$ cat config.mk
export PLATFORM = sky130hd
export DESIGN_NAME = uart_rx
export DESIGN_NICKNAME = d
export VERILOG_FILES = /design/src/rtl/uart_rx.sv
export SDC_FILE = /design/constraint.sdc
export NUM_CORES = 1
export LEC_CHECK = 0
export ABC_AREA = 1
export BUFFER_PORTS_ARGS = -buffer_cell sky130_fd_sc_hd__buf_2
export CAP_MARGIN = 15
export CORE_ASPECT_RATIO = 0.9
export CORE_UTILIZATION = 43
export CTS_CLUSTER_SIZE = 24
export DETAILED_ROUTE_END_ITERATION = 12
export REMOVE_ABC_BUFFERS = 1
export SKIP_CTS_REPAIR_TIMING = 1
export SLEW_MARGIN = 20
export SYNTH_ARGS = -nofsm -noshare
export SYNTH_HDL_FRONTEND = slang
export SYNTH_SLANG_ARGS = --single-unit
$ cat constraint.sdc
create_clock -name clk -period 1.7 [get_ports clk]
set_input_delay 0.34 -clock clk [delete_from_list [all_inputs] [get_ports clk]]
set_output_delay 0.34 -clock clk [all_outputs]
set_load 0.01 [all_outputs]
$ cat src/rtl/uart_rx.sv
// uart_rx: 8N1 UART receiver with 2-flop synchroniser and mid-bit sampling.
// Optional even-parity bit between data and stop: define UART_RX_PARITY_EN.
module uart_rx #(
    parameter int CLOCKS_PER_BIT = 217
) (
    input  logic       clk,
    input  logic       rst_n,
    input  logic       i_RX_Serial,
    output logic [7:0] o_RX_Byte,
    output logic       o_RX_Data_Valid,
    output logic       o_RX_Active,
    output logic       o_Frame_Err,
    output logic       o_Parity_Err
);

    localparam int CW = (CLOCKS_PER_BIT > 1) ? $clog2(CLOCKS_PER_BIT) : 1;
    localparam logic [CW-1:0] LAST = CW'(CLOCKS_PER_BIT - 1);
    localparam logic [CW-1:0] HALF = CW'((CLOCKS_PER_BIT - 1) / 2);

    typedef enum logic [2:0] {
        S_IDLE,
        S_START,
        S_DATA,
        S_PARITY,
        S_STOP,
        S_CLEANUP
    } state_t;

    state_t        r_state;
    logic          r_sync1;
    logic          r_sync2;
    logic [CW-1:0] r_cnt;
    logic [2:0]    r_idx;
    logic [7:0]    r_shift;
    logic [7:0]    r_byte;
    logic          r_valid;
    logic          r_active;
    logic          r_ferr;
    logic          w_rx;
    logic          w_tick;

    assign w_rx   = r_sync2;
    assign w_tick = (r_cnt == LAST);

    // Bring the asynchronous line into the clock domain; idle level is high.
    always_ff @(posedge clk or negedge rst_n) begin
        if (!rst_n) begin
            r_sync1 <= 1'b1;
            r_sync2 <= 1'b1;
        end else begin
            r_sync1 <= i_RX_Serial;
            r_sync2 <= r_sync1;
        end
    end

`ifdef UART_RX_PARITY_EN
    logic r_par_bad;
    logic r_perr;
`endif

    // Frame sequencer: start check at half-bit, then one sample per bit period.
    always_ff @(posedge clk or negedge rst_n) begin
        if (!rst_n) begin
            r_state  <= S_IDLE;
            r_cnt    <= '0;
            r_idx    <= '0;
            r_shift  <= '0;
            r_byte   <= '0;
            r_valid  <= 1'b0;
            r_active <= 1'b0;
            r_ferr   <= 1'b0;
`ifdef UART_RX_PARITY_EN
            r_par_bad <= 1'b0;
            r_perr    <= 1'b0;
`endif
        end else begin
            r_valid <= 1'b0;
            r_ferr  <= 1'b0;
`ifdef UART_RX_PARITY_EN
            r_perr  <= 1'b0;
`endif
            unique case (r_state)
                S_IDLE: begin
                    r_cnt <= '0;
                    r_idx <= '0;
                    if (!w_rx) begin
                        r_state <= S_START;
                    end
                end
                S_START: begin
                    if (r_cnt == HALF) begin
                        r_cnt <= '0;
                        if (!w_rx) begin
                            r_state  <= S_DATA;
                            r_active <= 1'b1;
                        end else begin
                            r_state <= S_IDLE;
                        end
                    end else begin
                        r_cnt <= r_cnt + CW'(1);
                    end
                end
                S_DATA: begin
                    if (w_tick) begin
                        r_cnt          <= '0;
                        r_shift[r_idx] <= w_rx;
                        if (r_idx == 3'd7) begin
                            r_idx <= '0;
`ifdef UART_RX_PARITY_EN
                            r_state <= S_PARITY;
`else
                            r_state <= S_STOP;
`endif
                        end else begin
                            r_idx <= r_idx + 3'd1;
                        end
                    end else begin
                        r_cnt <= r_cnt + CW'(1);
                    end
                end
`ifdef UART_RX_PARITY_EN
                // Even parity: data ones plus parity bit must be even.
                S_PARITY: begin
                    if (w_tick) begin
                        r_cnt     <= '0;
                        r_par_bad <= (^r_shift) ^ w_rx;
                        r_state   <= S_STOP;
                    end else begin
                        r_cnt <= r_cnt + CW'(1);
                    end
                end
`endif
                S_STOP: begin
                    if (w_tick) begin
                        r_cnt    <= '0;
                        r_active <= 1'b0;
                        r_state  <= S_CLEANUP;
                        r_ferr   <= ~w_rx;
`ifdef UART_RX_PARITY_EN
                        r_perr   <= r_par_bad;
                        if (w_rx && !r_par_bad) begin
                            r_byte  <= r_shift;
                            r_valid <= 1'b1;
                        end
`else
                        if (w_rx) begin
                            r_byte  <= r_shift;
                            r_valid <= 1'b1;
                        end
`endif
                    end else begin
                        r_cnt <= r_cnt + CW'(1);
                    end
                end
                S_CLEANUP: begin
                    r_state <= S_IDLE;
                end
                default: begin
                    r_state <= S_IDLE;
                end
            endcase
        end
    end

    assign o_RX_Byte       = r_byte;
    assign o_RX_Data_Valid = r_valid;
    assign o_RX_Active     = r_active;
    assign o_Frame_Err     = r_ferr;
`ifdef UART_RX_PARITY_EN
    assign o_Parity_Err    = r_perr;
`else
    assign o_Parity_Err    = 1'b0;
`endif

endmodule
## After elaboration in Yosys (flattened, before gate mapping)

Cells that the tools add are included.

- Register bits after elaboration: 35
- Bits in latches: 0
- Bits in writable memories: 0
- Memory bits (read-only): 0
- Input port bits: 3
- Output and inout bits: 12
- Word-level logic and storage cells: 63
- Memories kept: 0

- $add $sub $neg: 2
- $mul: 0
- Divide/modulo/power cells: 0
- Magnitude comparators: 2
- Equal/unequal tests: 12
- Shifts and indexed selects: 0
- Muxes and demuxes: 25
- Bitwise operators: 1
- Reduce and logical (&&, ||, !) cells: 11

Operators with widths:

| operator | count |
|---|---|
| $pmux 8 s3 | 1 |
| $mux 3 | 7 |
| $mux 8 | 2 |
| $ne 2x2->1 const B | 6 |
| $pmux 3 s4 | 1 |
| $mux 1 | 9 |
| $add 8x1->8 const B | 1 |
| $bwmux 8 | 1 |
| $eq 8x7->1 const B | 1 |
| $eq 8x8->1 const B | 1 |
| $eq 3x3->1 const B | 2 |
| $pmux 3 s2 | 1 |
| $reduce_and 5->1 | 1 |
| $lt 3x4->1 const B | 1 |
| $reduce_and 2->1 | 2 |
| $reduce_and 4->1 | 1 |
| $reduce_bool 2->1 | 2 |
| $add 3x1->3 const B | 1 |
| $demux 1 s3 | 1 |
| $eq 3x1->1 const B | 1 |
| $eq 3x2->1 const B | 1 |
| $ge 3x1->1 const B | 1 |
| $logic_not 3->1 | 1 |
| $reduce_and 3->1 | 1 |
| 6 further kinds | 6 |

## Depth between registers and ports, before layout

Gate-level depths: netlist of the first run.

- Depth in word-level cells: 5
- Gate-level depth with buffers: 9
- Mapped depth without buffers: 9

## Least setup slack after synthesis of the first run

Ideal clock, no wire load.

- Path kind: reg2reg
- Start: register r_cnt[0]
- End: register r_byte[0] (netlist: o_RX_Byte[0])
- Setup time: 117 ps
- Arrival time: 1,302 ps
- Data required time: 1,583 ps
- Slack: 281 ps
- Cell stages (with the launch flop): 10
- Buffers on the path: 0
- Period minus slack after synthesis: 1,419 ps
- Path through: dfrtp_1 > inv_1 > ha_1 > inv_1 > nor3_1 > nand2_1 > nor2_1 > nand2_2 > nand2_1 > nand2_1

- Cells in the longest elaborated chain, start to end: 2

RTL lines:

| item | RTL line | RTL |
|---|---|---|
| from (decl) | 32 | `logic [CW-1:0] r_cnt;` |
| from (signal assigned) | 100 | `r_cnt <= r_cnt + CW'(1);` |
| from (signal assigned) | 118 | `r_cnt <= r_cnt + CW'(1);` |
| from (signal assigned) | 152 | `r_cnt <= r_cnt + CW'(1);` |
| $eq 8x8->1 | 43 | `assign w_tick = (r_cnt == LAST);` |
| $reduce_and 3->1 (no line) | -- |  |
| to (signal assigned) | 147 | `r_byte <= r_shift;` |
| to (decl) | 35 | `logic [7:0] r_byte;` |

Every way passes these cells.
A chain may end at the register's enable or synchronous reset.

## Worst setup path after layout of the first run

- Start: register r_cnt[0]
- End: register r_cnt[5]

- Cells in the longest elaborated chain, start to end: 3
- Elaborated cells between the ends (all ways): 6
- Those cells by class: 1 x add/sub; 2 x eq/ne; 3 x mux

RTL lines:

| item | RTL line | RTL |
|---|---|---|
| $add 8x1->8, or another cell as far along | 100, 118, 152 |  |
| $mux 8, on equally long branches | 104, 134, 91 |  |
| $pmux 8 s3 (*) | 82 | `unique case (r_state)` |

Every way passes the cells marked *; elsewhere a longest branch is shown, timed or not.

==> results of run 1 <==
-- placed cells by master, fill, tap and decap left out, drive strengths merged, types with 2 or more instances in the layout --
| master | synthesis | routed |
|---|---|---|
| nand2 | 83 | 84 |
| dfrtp | 33 | 33 |
| inv | 22 | 22 |
| nand3 | 22 | 22 |
| nand4 | 21 | 21 |
| nor2 | 21 | 21 |
| buf | 4 | 20 |
| clkbuf | 2 | 5 |
| ha | 4 | 4 |
| nor3 | 4 | 4 |
| o21ai | 3 | 3 |
| xor2 | 3 | 3 |
| clkinv | 1 | 3 |
| dfstp | 2 | 2 |
| a21oi | 2 | 2 |
-- layout make-up --
class | count | area share (%)
clock buffers | 5 | 3.27
inverters | 23 | 4.10
multi-input cells | 167 | 39.4
well taps | 46 | 2.73
clock inverters | 3 | 2.08
flip-flops and latches | 35 | 41.7
repair buffers | 20 | 6.77
-- registers in the layout, summed over array words and instances (netlist names) --
register	flops
o_Frame_Err	1
o_RX_Byte	8
r_shift	8
o_RX_Data_Valid	1
r_cnt	8
r_idx	3
o_RX_Active	1
r_state	3
r_sync1	1
r_sync2	1
-- logic make-up (layout without fill, tap and decap cells) --
family | after synthesis | count (layout) | synth area share (%)
adder cells (fa/ha/maj) | 4 | 4 | 2.77
AND/OR/NAND/NOR | 152 | 153 | 37.7
AO/OA/AOI/OAI | 5 | 5 | 1.59
buffers and inverters | 29 | 51 | 7.14
flip-flops | 35 | 35 | 48.7
other | 1 | 1 | 0.208
XOR/XNOR | 4 | 4 | 1.94
-- worst max-delay path: stages, from the launching register on --
cell                      delay, ns
sky130_fd_sc_hd__dfrtp_1       0.39
sky130_fd_sc_hd__inv_1         0.10
sky130_fd_sc_hd__ha_1          0.17
sky130_fd_sc_hd__inv_1         0.09
sky130_fd_sc_hd__nor3_4        0.14
sky130_fd_sc_hd__nand2_2       0.12
sky130_fd_sc_hd__nand2_2       0.11
sky130_fd_sc_hd__nand2_2       0.13
sky130_fd_sc_hd__nand2_1       0.08
sky130_fd_sc_hd__o21ai_0       0.07
-- final timing paths --
check	start	end	slack (ns)	cells past startpoint
max in group asynchronous	rst_n	r_shift[1]$_DFFE_PN0P_	1.28	2
min in group clk	i_RX_Serial	r_sync1$_DFF_PN1_	0.15	1
max	r_cnt[0]$_DFFE_PN0P_	r_cnt[5]$_DFFE_PN0P_	0.19	9
max reg2reg	r_cnt[0]$_DFFE_PN0P_	r_cnt[5]$_DFFE_PN0P_	0.19	9
min	rst_n	o_RX_Active$_DFFE_PN0P_	-0.02	1
min reg2reg	r_sync1$_DFF_PN1_	r_sync2$_DFF_PN1_	0.36	0
-- routing by layer --
| layer | vias to the layer above | routed length (um) | track usage (%) |
|---|---|---|---|
| met4 | 0 | 28 | 6.75 |
| met1 | 642 | 1980 | 29.0 |
| met3 | 2 | 179 | 4.80 |
| met5 | - | 0 | 0 |
| li1 | 785 | - | - |
| met2 | 29 | 1430 | 22.9 |
-- metrics by stage --
step	power, mW	setup TNS, ns	utilization, %	area (um2)	hold WS [ns]
2_1_floorplan	0.860	-0.00790	-	1760	0.0444
3_3_place_gp	0.888	0	50.8	1960	0.304
3_5_place_dp	0.888	0	50.8	1960	0.309
4_1_cts	1.64	0	53.7	2070	-0.000470
5_1_grt	1.69	0	54.6	2110	0.00478
6_report	1.62	0	54.6	2110	-0.0185
-- power by group through the flow --
| stage | Sequential (mW) | Clock, mW | Combinational [mW] |
|---|---|---|---|
| 4_1_cts | 0.841 | 0.766 | 0.0308 |
| 2_1_floorplan | 0.858 | 0 | 0.00172 |
| 3_5_place_dp | 0.858 | 0 | 0.0308 |
| 3_3_place_gp | 0.858 | 0 | 0.0303 |
| 5_1_grt | 0.843 | 0.815 | 0.0336 |
| 6_report | 0.842 | 0.745 | 0.0288 |
==> flow_metrics.env, run 1 <==
export IMPL_run_status="finished, violations left"
export IMPL_violations_in_the_final_reports="hold timing"
export IMPL_syn_instance_count=230
export IMPL_clock_power_share_pct=46.1
export IMPL_cp_arrival_ns=1.68
export IMPL_area_occupied_by_registers_um2=878
export IMPL_die_area_um2=4460
export IMPL_floorplan_initialDensity_pct=46.7
export IMPL_io_pins=15
export IMPL_p_leak_nw=1.13
export IMPL_grt_start_max_net_pins=25
export IMPL_dp_slack_ns=0.0486
export IMPL_setup_viol_count_final=0
export IMPL_grt_ovfl_total=0
export IMPL_timing_hold_worst_class="input pin to async pin"
export IMPL_finalCriticalPeriod_ns=1.51
export IMPL_post_synth_num_cell_types=23
export IMPL_seq_power_share_pct=52.1
export IMPL_drt_drc_violations_left=0
export IMPL_ys_seq_elements=35
export IMPL_yosys_warnings=0
export IMPL_power_density_nw_per_um2=767
export IMPL_synth_top_cells_by_area="sky130_fd_sc_hd__dfrtp_1 (46%), sky130_fd_sc_hd__nand2_1 (16%), sky130_fd_sc_hd__nand4_1 (7.3%)"
export IMPL_rsz0062_at_grt="false"
export IMPL_dpl_cell_count=290
export IMPL_max_cap_violations=0
export IMPL_globalRouteTotalUtil_pct=18.2
export IMPL_finish_net_count=259
export IMPL_routedWlPerCell_um=12.1
export IMPL_yosys_cell_count_top_type="sky130_fd_sc_hd__nand2_1"
export IMPL_multi_input_comb_area_um2=830
export IMPL_routed_via_count=1458
export IMPL_cts_tree="built"
export IMPL_synth_seq_area_share_pct=48.7
export IMPL_synthTopCellsByCount="sky130_fd_sc_hd__nand2_1 (79), sky130_fd_sc_hd__dfrtp_1 (33), sky130_fd_sc_hd__inv_1 (22), sky130_fd_sc_hd__nand3_1 (22)"
export IMPL_combPwrFrac_pct=1.8
export IMPL_die_height_um=63.5
export IMPL_drt_wl_total_mm=3.62
export IMPL_num_antenna_cells=0
export IMPL_max_clock_path_buffers=2
export IMPL_drt_antenna_net_count=0
export IMPL_placer_s_final_routability_congestion_estimate=0.811
export IMPL_synth_top_cell_area_share_pct=45.8
export IMPL_fillers=366
export IMPL_synth_enable_flop_cells=0
export IMPL_timing_critical_path_from_type="flop"
export IMPL_total_core_area_um2=3860
export IMPL_required_ns=1.86
export IMPL_antenna_found_initial=0
export IMPL_holdWs_ns=-0.0185
export IMPL_setup_worst_path_end_class="flop"
export IMPL_clkLatencyLatePin_ns=0.29
export IMPL_first_iteration_detailed_routing_drc_count=101
export IMPL_synth_top_cell_by_area="sky130_fd_sc_hd__dfrtp_1"
export IMPL_slew_violations=0
export IMPL_p_sw_share_pct=20.7
export IMPL_grt_first_pass_wirelength_mm=6.31
export IMPL_cts_made_buffers=5
export IMPL_ys_async_sr_fraction_pct=100
export IMPL_via_per_inst=4.88
export IMPL_clock_root_buffer="sky130_fd_sc_hd__clkbuf_8"
export IMPL_path_class="flop to flop"
export IMPL_area_delta_synth_final_pct=16.8
export IMPL_max_freq_mhz=660
export IMPL_drt_pre_antenna_iters=5
export IMPL_peakVddDrop_v=0.000566
export IMPL_most_instantiated_flip_flop_cell_in_the_synthesis_netlist="sky130_fd_sc_hd__dfrtp_1"
export IMPL_final_instance_count_excl_fill=299
export IMPL_htree_num_levels=2
export IMPL_synth_area_um2=1800
export IMPL_hold_viol_final=15
export IMPL_finClkSkew_ns=0.00974
export IMPL_detailed_place_hpwl_mm=2.57
export IMPL_clk_pin_slew_worst_paths_ns=0.07
export IMPL_floorplan_rows=21
export IMPL_total_switching_power_uw=335
export IMPL_drive_above_1_share_pct=17.0
export IMPL_syn_mean_instance_area_um2=7.84
export IMPL_cellInternalPower_mw=1.28
export IMPL_final_min_period_over_clock_period_pct=89.1
export IMPL_die_width_um=70.3
export IMPL_layout_setup_ws_ns=0.185
export IMPL_grt_pass1_vias=1317
export IMPL_cp_max_fo=8
export IMPL_place_port_buffers=13
export IMPL_tritoncts_num_sinks=35
(Power assumes the default switching activity.)
==> inputs of run 2 (changes only) <==
--- a/config.mk
+++ b/config.mk
@@ -9,8 +9,12 @@
 export BUFFER_PORTS_ARGS = -buffer_cell sky130_fd_sc_hd__buf_2
 export CAP_MARGIN = 15
+export CELL_PAD_IN_SITES_DETAIL_PLACEMENT = 0
+export CELL_PAD_IN_SITES_GLOBAL_PLACEMENT = 1
 export CORE_ASPECT_RATIO = 0.9
 export CORE_UTILIZATION = 43
 export CTS_CLUSTER_SIZE = 24
 export DETAILED_ROUTE_END_ITERATION = 12
+export GPL_TIMING_DRIVEN = 0
+export PLACE_DENSITY_LB_ADDON = 0.1
 export REMOVE_ABC_BUFFERS = 1
 export SKIP_CTS_REPAIR_TIMING = 1
==> constraint.sdc (replaced) <==
create_clock -name clk -period 1.7 [get_ports clk]
set_input_delay 0.085 -clock clk [delete_from_list [all_inputs] [get_ports clk]]
set_output_delay 0.085 -clock clk [all_outputs]
set_load 0.01 [all_outputs]
==> flow_metrics.env, run 2 (synthesis gave the netlist of run 1 again) <==
export IMPL_seq_power_share_pct=51.8
export IMPL_critPathBufInv=3
export IMPL_path_class="flop to flop"
export IMPL_p_leak_nw=1.14
export IMPL_drt_pre_antenna_iters=4
export IMPL_timing_hold_worst_class="flop to flop"
export IMPL_cp_arrival_ns=1.83
export IMPL_cp_cell_sequence="inv_1 -> ha_1 -> nand3_2 -> nor3_4 -> buf_12 -> buf_4 -> nand3_1 -> nand2_1 -> nand2_1"
export IMPL_worstMarginPinSlew_ns=0.783
export IMPL_finalCriticalPeriod_ns=1.66
export IMPL_num_antenna_cells=0
export IMPL_peakVddDrop_v=0.000474
export IMPL_hold_viol_final=0
export IMPL_drt_wl_total_mm=3.91
export IMPL_final_instance_count_excl_fill=299
export IMPL_combPwrFrac_pct=1.4
export IMPL_clk_pin_slew_worst_paths_ns=0.07
export IMPL_finClkSkew_ns=0.0110
export IMPL_grt_ovfl_total=0
export IMPL_rsz0062_at_grt="true"
export IMPL_critical_path_top_delay_family="simple AND/OR/NAND/NOR gates"
export IMPL_dpl_cell_count=283
export IMPL_power_mw=1.63
export IMPL_holdWs_ns=0.363
export IMPL_routed_via_count=1547
export IMPL_fillers=380
export IMPL_cp_slowest_cell="sky130_fd_sc_hd__dfrtp_1"
export IMPL_first_iteration_detailed_routing_drc_count=89
export IMPL_area_delta_synth_final_pct=18.6
export IMPL_clkLatencyLatePin_ns=0.28
export IMPL_die_area_um2=4460
export IMPL_layout_common_cells="sky130_fd_sc_hd__nand2_1 (76), sky130_fd_sc_hd__dfrtp_1 (33), sky130_fd_sc_hd__inv_1 (22)"
export IMPL_maxSlewHeadroom_pct=47.8
export IMPL_run_status="complete, no violations"
export IMPL_grt_first_pass_wirelength_mm=6.46
export IMPL_cts_tree="built"
export IMPL_slew_violations=0
export IMPL_grt_start_max_net_pins=36
export IMPL_grt_pass1_vias=1447
export IMPL_max_clock_path_buffers=2
export IMPL_placer_s_final_routability_congestion_estimate=0.872
export IMPL_cellInternalPower_mw=1.32
export IMPL_finish_net_count=259
export IMPL_drt_antenna_net_count=0
export IMPL_most_numerous_cell_on_the_critical_path="sky130_fd_sc_hd__nand2_1"
export IMPL_required_ns=1.87
export IMPL_die_height_um=63.5
export IMPL_io_pins=15
export IMPL_routedWlPerCell_um=13.1
export IMPL_tritoncts_num_sinks=35
export IMPL_drive_above_1_share_pct=17.8
export IMPL_detailed_place_hpwl_mm=2.55
export IMPL_p_sw_share_pct=19.3
export IMPL_power_density_nw_per_um2=762
export IMPL_floorplan_rows=21
export IMPL_timing_critical_path_slowest_cell_delay_ns=0.40
export IMPL_setup_worst_path_end_class="flop"
export IMPL_clock_root_buffer="sky130_fd_sc_hd__clkbuf_8"
export IMPL_max_freq_mhz=602
export IMPL_cts_made_buffers=5
export IMPL_antenna_found_initial=0
export IMPL_setup_viol_count_final=0
export IMPL_layout_commonest_cell="sky130_fd_sc_hd__nand2_1"
export IMPL_floorplan_initialDensity_pct=46.7
export IMPL_place_port_buffers=13
export IMPL_final_min_period_over_clock_period_pct=97.7
export IMPL_total_switching_power_uw=315
export IMPL_clock_power_share_pct=46.8
export IMPL_timing_critical_path_from_type="flop"
export IMPL_via_per_inst=5.17
export IMPL_drt_drc_violations_left=0
export IMPL_cp_max_fo=10
export IMPL_total_core_area_um2=3860
export IMPL_multi_input_comb_area_um2=856
export IMPL_globalRouteTotalUtil_pct=18.1
export IMPL_htree_num_levels=2
export IMPL_die_width_um=70.3
export IMPL_finalCoreUtilization_pct=55.4
export IMPL_area_occupied_by_registers_um2=878
export IMPL_max_cap_violations=0
run 2: worst paths after layout:
| kind | start | slack (ns) | depth (start not counted) | endpoint |
|---|---|---|---|---|
| min in group asynchronous | rst_n | 0.42 | 2 | o_RX_Byte[3]$_DFFE_PN0P_ |
| hold reg to reg | r_sync1$_DFF_PN1_ | 0.36 | 0 | r_sync2$_DFF_PN1_ |
| setup / recovery | r_cnt[0]$_DFFE_PN0P_ | 0.04 | 9 | r_shift[6]$_DFFE_PN0P_ |
| max in group asynchronous | rst_n | 0.78 | 2 | r_idx[1]$_DFFE_PN0P_ |
| hold / removal | r_sync1$_DFF_PN1_ | 0.36 | 0 | r_sync2$_DFF_PN1_ |
| setup reg to reg | r_cnt[0]$_DFFE_PN0P_ | 0.04 | 9 | r_shift[6]$_DFFE_PN0P_ |
run 2: cell type report:
class                   count  share of cell area [%]
multi-input cells         168                    40.0
inverters                  23                    4.21
well taps                  46                    2.69
clock buffers               6                    3.86
clock inverters             2                    1.64
flip-flops and latches     35                    41.1
repair buffers             19                    6.55
run 2: power by group through the flow:
stage | Sequential, mW | Clock (mW) | Combinational [mW]
final | 0.846 | 0.763 | 0.0228
after global placement | 0.860 | 0 | 0.0200
after global routing | 0.846 | 0.821 | 0.0272
after floorplan | 0.858 | 0 | 0.00172
after detailed placement | 0.860 | 0 | 0.0211
after CTS | 0.845 | 0.775 | 0.0209
run 2: per-stage QoR:
stage | TNS [ns] | cell area (um2) | worst slack (ns)
after detailed placement | -4.05 | 1880 | -0.356
final | 0 | 2140 | 0.0384
after global routing | -0.145 | 2140 | -0.0667
after global placement | -2.76 | 1880 | -0.288
after CTS | -4.25 | 2000 | -0.366
after floorplan | -0.00790 | 1760 | -0.00348
run 2: per-layer routing:
layer / wire [um] / vias up / track usage (%)
met2: 1720 / 38 / 26.2
met5: 0 / - / 0
met3: 162 / 4 / 4.32
met4: 33 / 0 / 5.00
met1: 2000 / 716 / 27.0
li1: - / 789 / -
